===== config.mk =====
export PLATFORM = sky130hd
export DESIGN_NAME = ow_reset_presence
export DESIGN_NICKNAME = d
export VERILOG_FILES = /design/src/rtl/ow_pkg.sv /design/src/rtl/ow_reset_presence.sv
export SDC_FILE = /design/constraint.sdc
export NUM_CORES = 1
export LEC_CHECK = 0
export BUFFER_PORTS_ARGS = -buffer_cell sky130_fd_sc_hd__clkbuf_2
export CAP_MARGIN = 20
export CORE_MARGIN = 1
export CORE_UTILIZATION = 40
export CTS_CLUSTER_DIAMETER = 40
export DETAILED_ROUTE_END_ITERATION = 8
export GPL_TIMING_DRIVEN = 0
export PLACE_DENSITY = 0.64
export SYNTH_ARGS = -nofsm -noshare
export SYNTH_HDL_FRONTEND = slang
export SYNTH_SLANG_ARGS = --single-unit

===== constraint.sdc =====
create_clock -name clk -period 2.86 [get_ports clk]
set_clock_uncertainty 0.15 [all_clocks]
set_input_delay 0.572 -clock clk [delete_from_list [all_inputs] [get_ports clk]]
set_output_delay 0.572 -clock clk [all_outputs]
set_load 0.01 [all_outputs]

===== src/rtl/ow_pkg.sv =====
// rtl/ow_pkg.sv - shared state type, default 1-Wire reset timing and counter sizing
package ow_pkg;

   typedef enum logic [1:0] {
      IDLE    = 2'd0,
      RST_LOW = 2'd1,
      RELEASE = 2'd2,
      DONE    = 2'd3
   } ow_rst_state_t;

   localparam int unsigned OW_TRSTL_STD_US = 480;
   localparam int unsigned OW_TMSP_STD_US  = 70;
   localparam int unsigned OW_TRSTH_STD_US = 480;
   localparam int unsigned OW_TRSTL_OD_US  = 70;
   localparam int unsigned OW_TMSP_OD_US   = 8;
   localparam int unsigned OW_TRSTH_OD_US  = 48;

   // Bits needed to hold the longer of the low and recovery phases, in cycles.
   function automatic int ow_cnt_w(input int unsigned trstl_cyc, input int unsigned trsth_cyc);
      int unsigned m;
      m = (trstl_cyc > trsth_cyc) ? trstl_cyc : trsth_cyc;
      return (m < 1) ? 1 : $clog2(m + 1);
   endfunction

endpackage


===== src/rtl/ow_reset_presence.sv =====
// rtl/ow_reset_presence.sv - 1-Wire reset pulse and presence sampler, std/overdrive timing
// Optional bus-short detection output under OW_SHORT_DETECT_EN.
module ow_reset_presence
   import ow_pkg::*;
#(
   parameter int unsigned CLK_PER_US   = 1,
   parameter int unsigned TRSTL_STD_US = OW_TRSTL_STD_US,
   parameter int unsigned TMSP_STD_US  = OW_TMSP_STD_US,
   parameter int unsigned TRSTH_STD_US = OW_TRSTH_STD_US,
   parameter int unsigned TRSTL_OD_US  = OW_TRSTL_OD_US,
   parameter int unsigned TMSP_OD_US   = OW_TMSP_OD_US,
   parameter int unsigned TRSTH_OD_US  = OW_TRSTH_OD_US
) (
   input  logic clk,
   input  logic rst_n,
   input  logic start,
   input  logic od_mode,
   input  logic bus_in,
   output logic pull_low,
   output logic busy,
   output logic done,
   output logic presence
`ifdef OW_SHORT_DETECT_EN
   ,
   output logic bus_short
`endif
);

   localparam int unsigned STD_RSTL = TRSTL_STD_US * CLK_PER_US;
   localparam int unsigned STD_MSP  = TMSP_STD_US * CLK_PER_US;
   localparam int unsigned STD_RSTH = TRSTH_STD_US * CLK_PER_US;
   localparam int unsigned OD_RSTL  = TRSTL_OD_US * CLK_PER_US;
   localparam int unsigned OD_MSP   = TMSP_OD_US * CLK_PER_US;
   localparam int unsigned OD_RSTH  = TRSTH_OD_US * CLK_PER_US;
   localparam int unsigned MAX_RSTL = (STD_RSTL > OD_RSTL) ? STD_RSTL : OD_RSTL;
   localparam int unsigned MAX_RSTH = (STD_RSTH > OD_RSTH) ? STD_RSTH : OD_RSTH;
   localparam int CNT_W = ow_cnt_w(MAX_RSTL, MAX_RSTH);

   // Every phase needs at least one cycle and the sample point must fall inside recovery.
   if (STD_RSTL == 0 || STD_MSP == 0 || STD_RSTH == 0 ||
       OD_RSTL == 0 || OD_MSP == 0 || OD_RSTH == 0 ||
       STD_MSP > STD_RSTH || OD_MSP > OD_RSTH ||
       (MAX_RSTL >> CNT_W) != 0 || (MAX_RSTH >> CNT_W) != 0) begin : g_bad_timing
      $error("ow_reset_presence: timing limits invalid for CNT_W");
   end

   ow_rst_state_t    state_q, state_d;
   logic [CNT_W-1:0] cnt_q, cnt_d;
   logic             od_q, od_d;
   logic             pres_q, pres_d;
   logic [CNT_W-1:0] lim_rstl, lim_msp, lim_rsth;
`ifdef OW_SHORT_DETECT_EN
   logic             short_q, short_d;
`endif

   assign lim_rstl = od_q ? CNT_W'(OD_RSTL - 1) : CNT_W'(STD_RSTL - 1);
   assign lim_msp  = od_q ? CNT_W'(OD_MSP - 1)  : CNT_W'(STD_MSP - 1);
   assign lim_rsth = od_q ? CNT_W'(OD_RSTH - 1) : CNT_W'(STD_RSTH - 1);

   always_ff @(posedge clk or negedge rst_n) begin
      if (!rst_n) begin
         state_q <= IDLE;
         cnt_q   <= '0;
         od_q    <= 1'b0;
         pres_q  <= 1'b0;
`ifdef OW_SHORT_DETECT_EN
         short_q <= 1'b0;
`endif
      end else begin
         state_q <= state_d;
         cnt_q   <= cnt_d;
         od_q    <= od_d;
         pres_q  <= pres_d;
`ifdef OW_SHORT_DETECT_EN
         short_q <= short_d;
`endif
      end
   end

   always_comb begin
      state_d  = state_q;
      cnt_d    = cnt_q;
      od_d     = od_q;
      pres_d   = pres_q;
`ifdef OW_SHORT_DETECT_EN
      short_d  = short_q;
`endif
      pull_low = 1'b0;
      busy     = 1'b0;
      done     = 1'b0;
      case (state_q)
         IDLE: begin
            if (start) begin
               od_d    = od_mode;
               pres_d  = 1'b0;
`ifdef OW_SHORT_DETECT_EN
               short_d = 1'b0;
`endif
               cnt_d   = '0;
               state_d = RST_LOW;
            end
         end
         RST_LOW: begin
            pull_low = 1'b1;
            busy     = 1'b1;
            if (cnt_q == lim_rstl) begin
               cnt_d   = '0;
               state_d = RELEASE;
            end else begin
               cnt_d = cnt_q + CNT_W'(1);
            end
         end
         RELEASE: begin
            busy = 1'b1;
            if (cnt_q == lim_msp) begin
               pres_d = ~bus_in;
            end
            if (cnt_q == lim_rsth) begin
               cnt_d   = '0;
               state_d = DONE;
`ifdef OW_SHORT_DETECT_EN
               short_d = ~bus_in;
`endif
            end else begin
               cnt_d = cnt_q + CNT_W'(1);
            end
         end
         DONE: begin
            done    = 1'b1;
            state_d = IDLE;
         end
         default: state_d = IDLE;
      endcase
   end

`ifdef OW_SHORT_DETECT_EN
   assign bus_short = short_q;
   assign presence  = pres_q & ~short_q;
`else
   assign presence  = pres_q;
`endif

endmodule


# Word level (Yosys, flattened, before mapping)
# Index checks and enable logic that the tools add are counted.
[totals]
ff_bits = 13
[classes]
bitwise_logic = 1
n_addsub = 1
n_reduce_logical = 8
eq_ne = 10
mux = 17
[ops]
columns = ["cell", "count"]
rows = [
  ["9-bit 2-to-1 mux", 5],
  ["9-bit one-hot mux with 3 select lines", 1],
  ["9-bit == test", 2],
  ["9-bit by 1-bit adder with 9-bit output, second input constant", 1],
  ["9-bit by 7-bit == test with 1-bit output", 1],
  ["2-bit inequality test, second input constant", 4],
  ["2-bit one-hot mux with 4 select lines", 1],
  ["7-bit 2-to-1 mux", 1],
  ["2-bit 2-to-1 mux", 3],
  ["3-bit AND reduction", 2],
  ["1-bit 2-to-1 mux", 5],
  ["2-bit == test, second input constant", 2],
  ["2-bit AND reduction", 2],
  ["3-bit nonzero test", 1],
  ["2-bit by 1-bit == test with 1-bit output, second input constant", 1],
  ["2-bit logical NOT", 1],
  ["1-bit one-hot mux with 2 select lines", 1],
  ["2-bit nonzero test", 1],
  ["2-bit OR reduction", 1],
  ["1-bit NOT", 1],
]

# Depth between registers and ports, before layout
# Gate-level depths: netlist of the first run.
[depth]
word_depth = 4
depth_mapped = 7
depth_no_buf = 7

# Worst setup path before layout of the first run
# Ideal clock, no wire load.
[synth_timing]
kind = "reg-to-reg"
startpoint = "register state_q[0]"
endpoint = "register cnt_q[5]"
setup_ns = 0.142
t_required_ns = 2.568
stages_incl_launch_ff = 8
n_path_buf = 0
path_slack_ns = 1.041
arrival_ns = 1.527
cell_sequence = "dfrtp_1 -> inv_1 -> ha_1 -> nor2b_1 -> nor2_1 -> and4_1 -> xnor2_1 -> a21oi_1"
[synth_via]
elab_chain_cells = 3
word_cells_on_any_way = 7
cone_classes = "eq/ne (3); mux (1); reduce/logical (3)"
[synth_lines]
columns = ["element", "line_no", "rtl"]
rows = [
  ["from (decl)", "ow_reset_presence.sv:47", "ow_rst_state_t state_q, state_d;"],
  ["from (signal assigned)", "ow_reset_presence.sv:70", "state_q <= state_d;"],
  ["2-bit == test, or another cell as far along", "ow_reset_presence.sv:91", "case (state_q)"],
  ["3-bit nonzero test (no source line) / 2-bit inequality test (equally long branches)", "--", ""],
  ["2-bit AND reduction (no source line)", "--", ""],
  ["to (signal assigned)", "ow_reset_presence.sv:71", "cnt_q <= cnt_d;"],
  ["to (decl)", "ow_reset_presence.sv:48", "logic [CNT_W-1:0] cnt_q, cnt_d;"],
]
# Parallel ways exist; a longest one is shown, timed or not.
# A chain may end at the register's enable or synchronous reset.

# Worst setup path in the final report of the first run
# Ends and elaborated chain as after synthesis.

==> results.cfg, run 1 <==
[outcome]
status = finished, final reports clean

[timing]
worst_pin_slew_ns = 0.529
report.final.slew_viol_count = 0
rsz0062_at_grt = no
max_slew_margin_pct = 64.6
max_clock_freq_mhz = 476
hold-worst-slack_ns = 0.0305
finalSetupViolCount = 0
min_period_ns = 2.10
min_period_over_period_pct = 73.4
finalSetupTns_ns = 0
hold_viol = 0

[clock_network]
cts_tree = yes
postCtsSetupBuffers = 0
clkTransAtPathRegs_ns = 0.08
h-tree-depth = 1
post_cts_resized = 0
cts-root-buf = clkbuf_4
hold_buffers = 0
clk_latency_ns = 0.27
clock_sinks = 13
clk_path_buf_depth = 2
cts_made_buffers = 3

[floorplanning]
die_w_um = 48.7
core_area_um2 = 2000
num_rows = 16
start_util_pct = 43.6
ios = 9
die_y_um = 48.7
design.die.area_um2 = 2370

[synthesis]
ys_warn_count = 0
avgSynthCellArea_um2 = 10.3
synthCells = 85
synth_seq_cells = 13
syn_nets = 96
ys_seq_area_share_pct = 37.2
synth.distinct_cells = 36
syn-cell-area_um2 = 873

[finish]
fin_nets = 109
syn2layout_area_growth_pct = 11.5
ff_latch_area_um2 = 325
multi_input_area_um2 = 528
antenna_cells = 0
layout.cells.non_filler = 124
fillers = 190
final_util_pct = 48.6
drive_gt1_share_pct = 20.6

[drt]
via_per_inst = 5.47
antenna_left = 0
vias = 678
routedWlPerCell_um = 14.7
drc_errors = 0
wirelength_um = 1830
drt_iter0_markers = 12
first_pass_iters = 4

[critical_path]
critPathCaptureType = flop
start_kind = flop
critPathKind = reg2reg
worstPathCellList = inv_1 -> ha_1 -> nor2b_1 -> nor2_1 -> and4_1 -> xnor2_1 -> a21oi_1
r2r_slack_ns = 0.76
arrival_ns = 2.08
critPathRequiredTime_ns = 2.84
crit_path_end = cnt_q[5]
critPathMaxStageDelay_ns = 0.42
r2r-start = state_q[0]
cp_slowest_cell = nor2_1
rr_worst_depth = 7
r2r_end = cnt_q[5]
critPathLaunch = state_q[0]
worstPathMaxFanout = 9

[grt]
grt_max_degree = 14
grt_pass1_vias = 690
grt_pass1_wl_um = 3170
grt_overflow = 0
antenna_found_initial = 0
grt_usage_pct = 17.4

[placement]
numPortBuffers = 8
dp.cells = 120
place_congestion = 0.809
dp.final_hpwl_um = 1330

[power]
ir_worst_vdd_mv = 0.475
p_per_area_nw_per_um2 = 814
leakagePower_nw = 0.452

[flow_run]
maxCapViolations = 0

[worst_hold_path]
hp-class = in2async
## routing by layer
metal,vias up,global-route usage [%],part of all wire (%)
met5,-,0,0
met4,0,5.39,1.8
met3,6,4.72,3.5
met2,14,28.2,48
met1,324,22.5,46
li1,334,-,-
## where the power goes
part           internal, W  switching, W
combinational     0.000166      0.000251
clock            0.0000541     0.0000602
sequential        0.000218     0.0000437
## how the worst min path moves through the flow
stage                      from  endpoint  slack, ns  cells after the start
final                     rst_n      od_q       0.03                      1
after global routing      rst_n  cnt_q[6]       0.05                      1
after CTS                 rst_n  cnt_q[7]       0.04                      1
after detailed placement  rst_n  presence       0.34                      1
after global placement    rst_n      od_q       0.34                      1
after floorplan           rst_n  cnt_q[0]       0.13                      0
## cells by family after synthesis
group	Yosys count	share of synthesized area [%]
multiplexers	4	4.73
buffers and inverters	5	2.29
adder cells (fa/ha/maj)	6	8.60
AO/OA/AOI/OAI	20	17.8
XOR/XNOR	6	6.02
AND/OR/NAND/NOR	31	23.4
flip-flops	13	37.2
## cell usage after synthesis (all sizes together)
library cell  instances  area [µm²]
or3                   1        6.26
and4                  1        8.76
and3                  3        18.8
a221oi                1        8.76
mux2                  1        11.3
a32oi                 2        25.0
and4b                 1        13.8
o2111ai               1        8.76
buf                   1        5.00
nor4                  1        12.5
o21ai                 4        23.8
nor4b                 1        8.76
nand3b                1        7.51
nor2                  2        7.51
nor3b                 1        7.51
a21oi                 9        45.0
xnor2                 5        43.8
mux2i                 3        30.0
nand2                 6        22.5
nand4                 1        6.26
inv                   4        15.0
dfrtp                13         325
nor3                  2        15.0
ha                    6        75.1
o31ai                 1        21.3
nand3                 3        20.0
nand2b                3        18.8
nor2b                 2        12.5
and3b                 2        17.5
a21o                  2        22.5
xor2                  1        8.76
## state kept, by name (all words and copies together) (netlist names)
signal,cells
cnt_q,9
state_q,2
od_q,1
presence,1
## stage by stage
step	power [W]	instance area, µm²	setup WS [ns]
after detailed placement	0.000684	947	0.784
after floorplan	0.000575	873	1.04
final	0.000793	973	0.760
after global placement	0.000670	947	0.787
after CTS	0.000803	973	0.764
after global routing	0.000859	973	0.564
## area by class of cell
| cell class | count | share of cell area, % |
|---|---|---|
| multi-input combinational | 67 | 54.2 |
| tap | 27 | 3.47 |
| clock buffer | 4 | 2.70 |
| timing repair buffer | 8 | 4.11 |
| sequential | 13 | 33.4 |
| inverter | 4 | 1.54 |
| buffer | 1 | 0.514 |
## cells in the final DEF (no fill, tap or decap), drive strengths merged
master | Yosys | final
dfrtp | 13 | 13
clkbuf | 0 | 12
a21oi | 9 | 9
nand2 | 6 | 6
ha | 6 | 6
xnor2 | 5 | 5
inv | 4 | 4
o21ai | 4 | 4
mux2i | 3 | 3
nand2b | 3 | 3
and3 | 3 | 3
nand3 | 3 | 3
nor2b | 2 | 2
and3b | 2 | 2
nor2 | 2 | 2
a32oi | 2 | 2
a21o | 2 | 2
nor3 | 2 | 2
buf | 1 | 1
and4b | 1 | 1
nor4b | 1 | 1
o31ai | 1 | 1
nor4 | 1 | 1
or3 | 1 | 1
nand4 | 1 | 1
xor2 | 1 | 1
mux2 | 1 | 1
nor3b | 1 | 1
o2111ai | 1 | 1
and4 | 1 | 1
nand3b | 1 | 1
a221oi | 1 | 1
## worst max-delay path: cells and delay by family (launching register included)
kind / cells / cell delay [ns]
fa+ha+maj: 1 / 0.25
flops: 1 / 0.39
simple gates: 3 / 0.89
compound gates: 1 / 0.06
buf+inv: 1 / 0.11
xor+xnor: 1 / 0.12
Note: power is estimated with default switching activity, not from simulation.
==> run 2, diff against run 1 <==
--- a/config.mk
+++ b/config.mk
@@ -5,6 +5,7 @@
 export SDC_FILE = /design/constraint.sdc
 export NUM_CORES = 1
 export LEC_CHECK = 0
+export ABC_AREA = 1
 export BUFFER_PORTS_ARGS = -buffer_cell sky130_fd_sc_hd__clkbuf_2
 export CAP_MARGIN = 20
 export CORE_MARGIN = 1
@@ -12,7 +13,7 @@
 export CTS_CLUSTER_DIAMETER = 40
 export DETAILED_ROUTE_END_ITERATION = 8
 export GPL_TIMING_DRIVEN = 0
-export PLACE_DENSITY = 0.64
+export PLACE_DENSITY = 0.63
 export SYNTH_ARGS = -nofsm -noshare
 export SYNTH_HDL_FRONTEND = slang
 export SYNTH_SLANG_ARGS = --single-unit
==> constraint.sdc (replaced) <==
create_clock -name clk -period 2 [get_ports clk]
set_clock_uncertainty 0.15 [all_clocks]
set_input_delay 0.4 -clock clk [delete_from_list [all_inputs] [get_ports clk]]
set_output_delay 0.4 -clock clk [all_outputs]
set_load 0.01 [all_outputs]
==> results.cfg, run 2 <==
[outcome]
status = finished, final reports clean

[critical_path]
critPathKind = reg2out
critPathCaptureType = output port
cp_slowest_cell = dfrtp_1
worstPathCellList = inv_1 -> ha_2 -> clkbuf_2
critPathMaxStageDelay_ns = 0.41
worstPathMaxFanout = 5
arrival_ns = 1.34
critPathRequiredTime_ns = 1.45
start_kind = flop

[drt]
antenna_left = 0
wirelength_um = 1990
routedWlPerCell_um = 11.4
vias = 849
drc_errors = 0
via_per_inst = 4.88
drt_iter0_markers = 13
first_pass_iters = 4

[synthesis]
synthTopCellsByArea = dfrtp_1 32%, nand2_1 14%, ha_1 7.4%
async_flop_share_pct = 100
ys_seq_area_share_pct = 31.9
synth_largest_area_cell = dfrtp_1
synth.top_cells.by_count = 37 x nand2_1, 15 x inv_1, 13 x dfrtp_1, 12 x nor2_1, 7 x a21oi_2
syn_nets = 144
synthFlopType = dfrtp_1
ys_warn_count = 0
synth_edf_count = 0
synth.distinct_cells = 21
synth_seq_cells = 13
syn-cell-area_um2 = 1020
yosysTopAreaCellShare_pct = 31.9
yosysMostFrequentCell = nand2_1
synthCells = 133
avgSynthCellArea_um2 = 7.67

[finish]
layout.cells.non_filler = 174
drive_gt1_share_pct = 30.8
largestRegisters = cnt_q x9, state_q x2
final_cell_mix = 37 x nand2_1, 15 x inv_1, 13 x dfrtp_1, 12 x nor2_1, 8 x clkbuf_2
final_common_cell = nand2_1
largest_register_ffs = 9
antenna_cells = 0
fin_nets = 158
syn2layout_area_growth_pct = 11.4
top_register = cnt_q

[floorplanning]
die_y_um = 52.5
num_rows = 17
core_area_um2 = 2300
start_util_pct = 44.4
ios = 9
die_w_um = 52.5
design.die.area_um2 = 2760

[grt]
grt_pass1_wl_um = 3620
grt_overflow = 0
grt_usage_pct = 18.3
antenna_found_initial = 0
grt_pass1_vias = 878
grt_max_degree = 14

[clock_network]
clk_latency_ns = 0.28
h-tree-depth = 1
clk_path_buf_depth = 2
cts_tree = yes
postCtsSetupBuffers = 0
cts-root-buf = clkbuf_4
clkTransAtPathRegs_ns = 0.08
clock_sinks = 13
cts_made_buffers = 3

[timing]
finalSetupTns_ns = 0
report.final.slew_viol_count = 0
min_period_ns = 1.89
worst_pin_slew_ns = 0.335
fin_ws_ns = 0.114
rsz0062_at_grt = no
hold_viol = 0
max_slew_margin_pct = 77.7
finalSetupViolCount = 0
min_period_over_period_pct = 94.3
max_clock_freq_mhz = 530

[worst_hold_path]
hp-class = in2reg

[flow_run]
maxCapViolations = 0

[power]
leakagePower_nw = 0.549
ir_worst_vdd_mv = 0.805
p_per_area_nw_per_um2 = 1190

[placement]
numPortBuffers = 8
place_congestion = 0.818
pre_cts_ws_ns = 0.139
dp.cells = 169
dp.final_hpwl_um = 1550
run 2: cell types whose count changed after synthesis, moves of 5 or more:
cell	delta
nor2_2	+5
nand2_1	+31
nor2_1	+10
a21oi_1	-8
inv_1	+11
a21oi_2	+7
xnor2_1	-5
inv_2	+5
run 2: cell type report:
type / instances / area (µm²)
fillers: 225 / 1160
multi-input cells: 99 / 617
flip-flops and latches: 13 / 325
inverters: 20 / 75.1
repair buffers: 9 / 50.0
well taps: 28 / 35.0
clock buffers: 4 / 26.3
plain buffers: 1 / 7.51
run 2: critical path: cells and delay by family, from the launching register on:
| family | cells | cell delay [ns] |
|---|---|---|
| flip-flops | 1 | 0.41 |
| buffers and inverters | 2 | 0.26 |
| adder cells (fa/ha/maj) | 1 | 0.40 |
run 2: final timing paths:
path	cells after the start	endpoint	startpoint	slack, ns
setup / recovery	3	busy	state_q[0]	0.11
setup reg to reg	9	cnt_q[7]	state_q[0]	0.21
hold reg to reg	2	presence	presence	0.36
min in group asynchronous	2	cnt_q[2]	rst_n	0.40
hold / removal	4	presence	bus_in	0.20
max in group asynchronous	2	cnt_q[3]	rst_n	1.05
run 2: logic make-up after synthesis:
kind of cell / share of synthesized area, %
adder cells (fa/ha/maj): 7.36
AO/OA/AOI/OAI: 8.96
flip-flops: 31.9
buffers and inverters: 7.85
AND/OR/NAND/NOR: 40.5
XOR/XNOR: 3.44
run 2: routing by layer:
metal	routed length, µm	up-vias	GRT usage, %
met1	970	394	22.5
met3	50	4	3.48
li1	-	440	-
met2	927	11	29.7
met4	42	0	9.65
met5	0	-	0
run 2: metrics by stage:
stage | cell area (µm²) | total power [W] | hold slack (ns) | util, %
after detailed placement | 1090 | 0.00117 | 0.166 | 47.7
after global placement | 1090 | 0.00115 | 0.163 | 47.7
after global routing | 1140 | 0.00149 | 0.230 | 49.5
after CTS | 1130 | 0.00135 | 0.192 | 49.2
final | 1140 | 0.00135 | 0.205 | 49.5
after floorplan | 1020 | 0.000993 | -0.0456 | -
run 2: timing repair:
| item | CTS | global route |
|---|---|---|
| resized for setup | 0 | 2 |
| hold buffers | 1 | 0 |
| setup endpoints to repair | 0 | 2 |
| hold endpoints to repair | 13 | 0 |
run 2: power breakdown:
part	leakage [nW]	total [W]	switching (W)	internal, W
Clock	0.0150	0.000164	0.0000869	0.0000773
Sequential	0.174	0.000372	0.0000568	0.000316
Combinational	0.360	0.000812	0.000536	0.000276
==> run 3, diff against run 2 <==
==> constraint.sdc (replaced) <==
create_clock -name clk -period 2 [get_ports clk]
set_clock_uncertainty 0.15 [all_clocks]
set_input_delay 0.1 -clock clk [delete_from_list [all_inputs] [get_ports clk]]
set_output_delay 0.1 -clock clk [all_outputs]
set_load 0.01 [all_outputs]
==> results.cfg, run 3 (synthesis results as in run 2) <==
[clock_network]
cts_made_buffers = 3
clk_path_buf_depth = 2
h-tree-depth = 1
clock_sinks = 13
clk_latency_ns = 0.28
clkTransAtPathRegs_ns = 0.08
cts_tree = yes
cts-root-buf = clkbuf_4

[worst_hold_path]
hp-class = in2async

[drt]
antenna_left = 0
routedWlPerCell_um = 11.2
vias = 863
drc_errors = 0
first_pass_iters = 4
wirelength_um = 2000
drt_iter0_markers = 13
via_per_inst = 4.85

[placement]
place_congestion = 0.818
dp.final_hpwl_um = 1550
dp.cells = 169
postPlaceCellArea_um2 = 1090
pre_cts_ws_ns = 0.139
numPortBuffers = 8

[grt]
antenna_found_initial = 0
grt_usage_pct = 18.3
grt_overflow = 0
grt_pass1_wl_um = 3630
grt_max_degree = 14
grt_pass1_vias = 884

[timing]
finalSetupTns_ns = 0
worst_pin_slew_ns = 0.335
min_period_over_period_pct = 92.9
hold_viol = 0
hold-worst-slack_ns = 0.0957
finalSetupViolCount = 0
report.final.slew_viol_count = 0
fin_ws_ns = 0.142
rsz0062_at_grt = no
max_clock_freq_mhz = 538
min_period_ns = 1.86
max_slew_margin_pct = 77.6

[critical_path]
r2r_end = cnt_q[7]
critPathCaptureType = flop
start_kind = flop
arrival_ns = 1.87
critPathKind = reg2reg
rr_worst_depth = 9
r2r_slack_ns = 0.14
worstPathMaxFanout = 10
critPathRequiredTime_ns = 2.01
r2r-start = state_q[0]

[power]
ir_worst_vdd_mv = 0.830
leakagePower_nw = 0.569
p_per_area_nw_per_um2 = 1150

[outcome]
status = finished, final reports clean

[finish]
layout.cells.non_filler = 178
antenna_cells = 0
final_design_area_no_fill_um2 = 1170
drive_gt1_share_pct = 29.3
top_register = cnt_q
final_common_cell = nand2_1
largestRegisters = cnt_q x9, state_q x2
final_cell_mix = 37 x nand2_1, 15 x inv_1, 13 x dfrtp_1, 12 x nor2_1, 8 x clkbuf_2
largest_register_ffs = 9
syn2layout_area_growth_pct = 15.1
fin_nets = 162

[floorplanning]
design.die.area_um2 = 2760
start_util_pct = 44.4
num_rows = 17
die_y_um = 52.5
die_w_um = 52.5
core_area_um2 = 2300
ios = 9

[flow_run]
maxCapViolations = 0
[run 3: cell count changes in the layout (fill, tap and decap cells not counted), sizes merged]
cell,previous run,this run
dlygate4sd3,1,5
[run 3: per-layer routing]
metal	track usage [%]	share of wire, %
met5	0	0
met2	30.0	46
met4	9.65	2.1
met1	22.5	49
met3	3.48	2.5
[run 3: what timing repair did]
action,4_1_cts,5_1_grt
setup buffers,0,0
setup endpoints to repair,0,1
resized for setup,0,1
hold buffers,5,0
hold endpoints to repair,15,0
[run 3: worst max-delay path: stages (launching register included)]
cell and delay [ns]:
dfrtp_1 0.42, inv_1 0.10, ha_1 0.25, inv_2 0.06, nor2_2 0.05, nor2_4 0.21, clkbuf_4 0.29, nand3_1 0.09
nand2_1 0.08, a21oi_2 0.03
[run 3: report_power, final]
part / internal, W / switching, W
clock: 0.0000773 / 0.0000871
combinational: 0.000276 / 0.000532
sequential: 0.000316 / 0.0000580
[run 3: cell type report]
class / instances / area (µm²)
Inverter: 20 / 75.1
Clock buffer: 4 / 26.3
Timing Repair Buffer: 13 / 90.1
Buffer: 1 / 7.51
Multi-Input combinational cell: 99 / 614
Fill cell: 221 / 1120
Sequential cell: 13 / 325
Tap cell: 28 / 35.0
[run 3: metrics by stage]
| stage | utilization (%) | total power (W) |
|---|---|---|
| global placement | 47.7 | 0.00115 |
| detailed placement | 47.7 | 0.00117 |
| global route | 51.1 | 0.00148 |
| floorplan | - | 0.000993 |
| finish | 51.1 | 0.00135 |
| CTS | 51.0 | 0.00136 |
[run 3: worst max-delay path by stage]
stage	startpoint	to	slack (ns)
detailed placement	state_q[0]	cnt_q[7]	0.14
global placement	state_q[0]	cnt_q[7]	0.16
CTS	state_q[0]	cnt_q[7]	0.10
finish	state_q[0]	cnt_q[7]	0.14
global route	state_q[0]	cnt_q[7]	0.003
floorplan	state_q[0]	cnt_q[7]	0.34
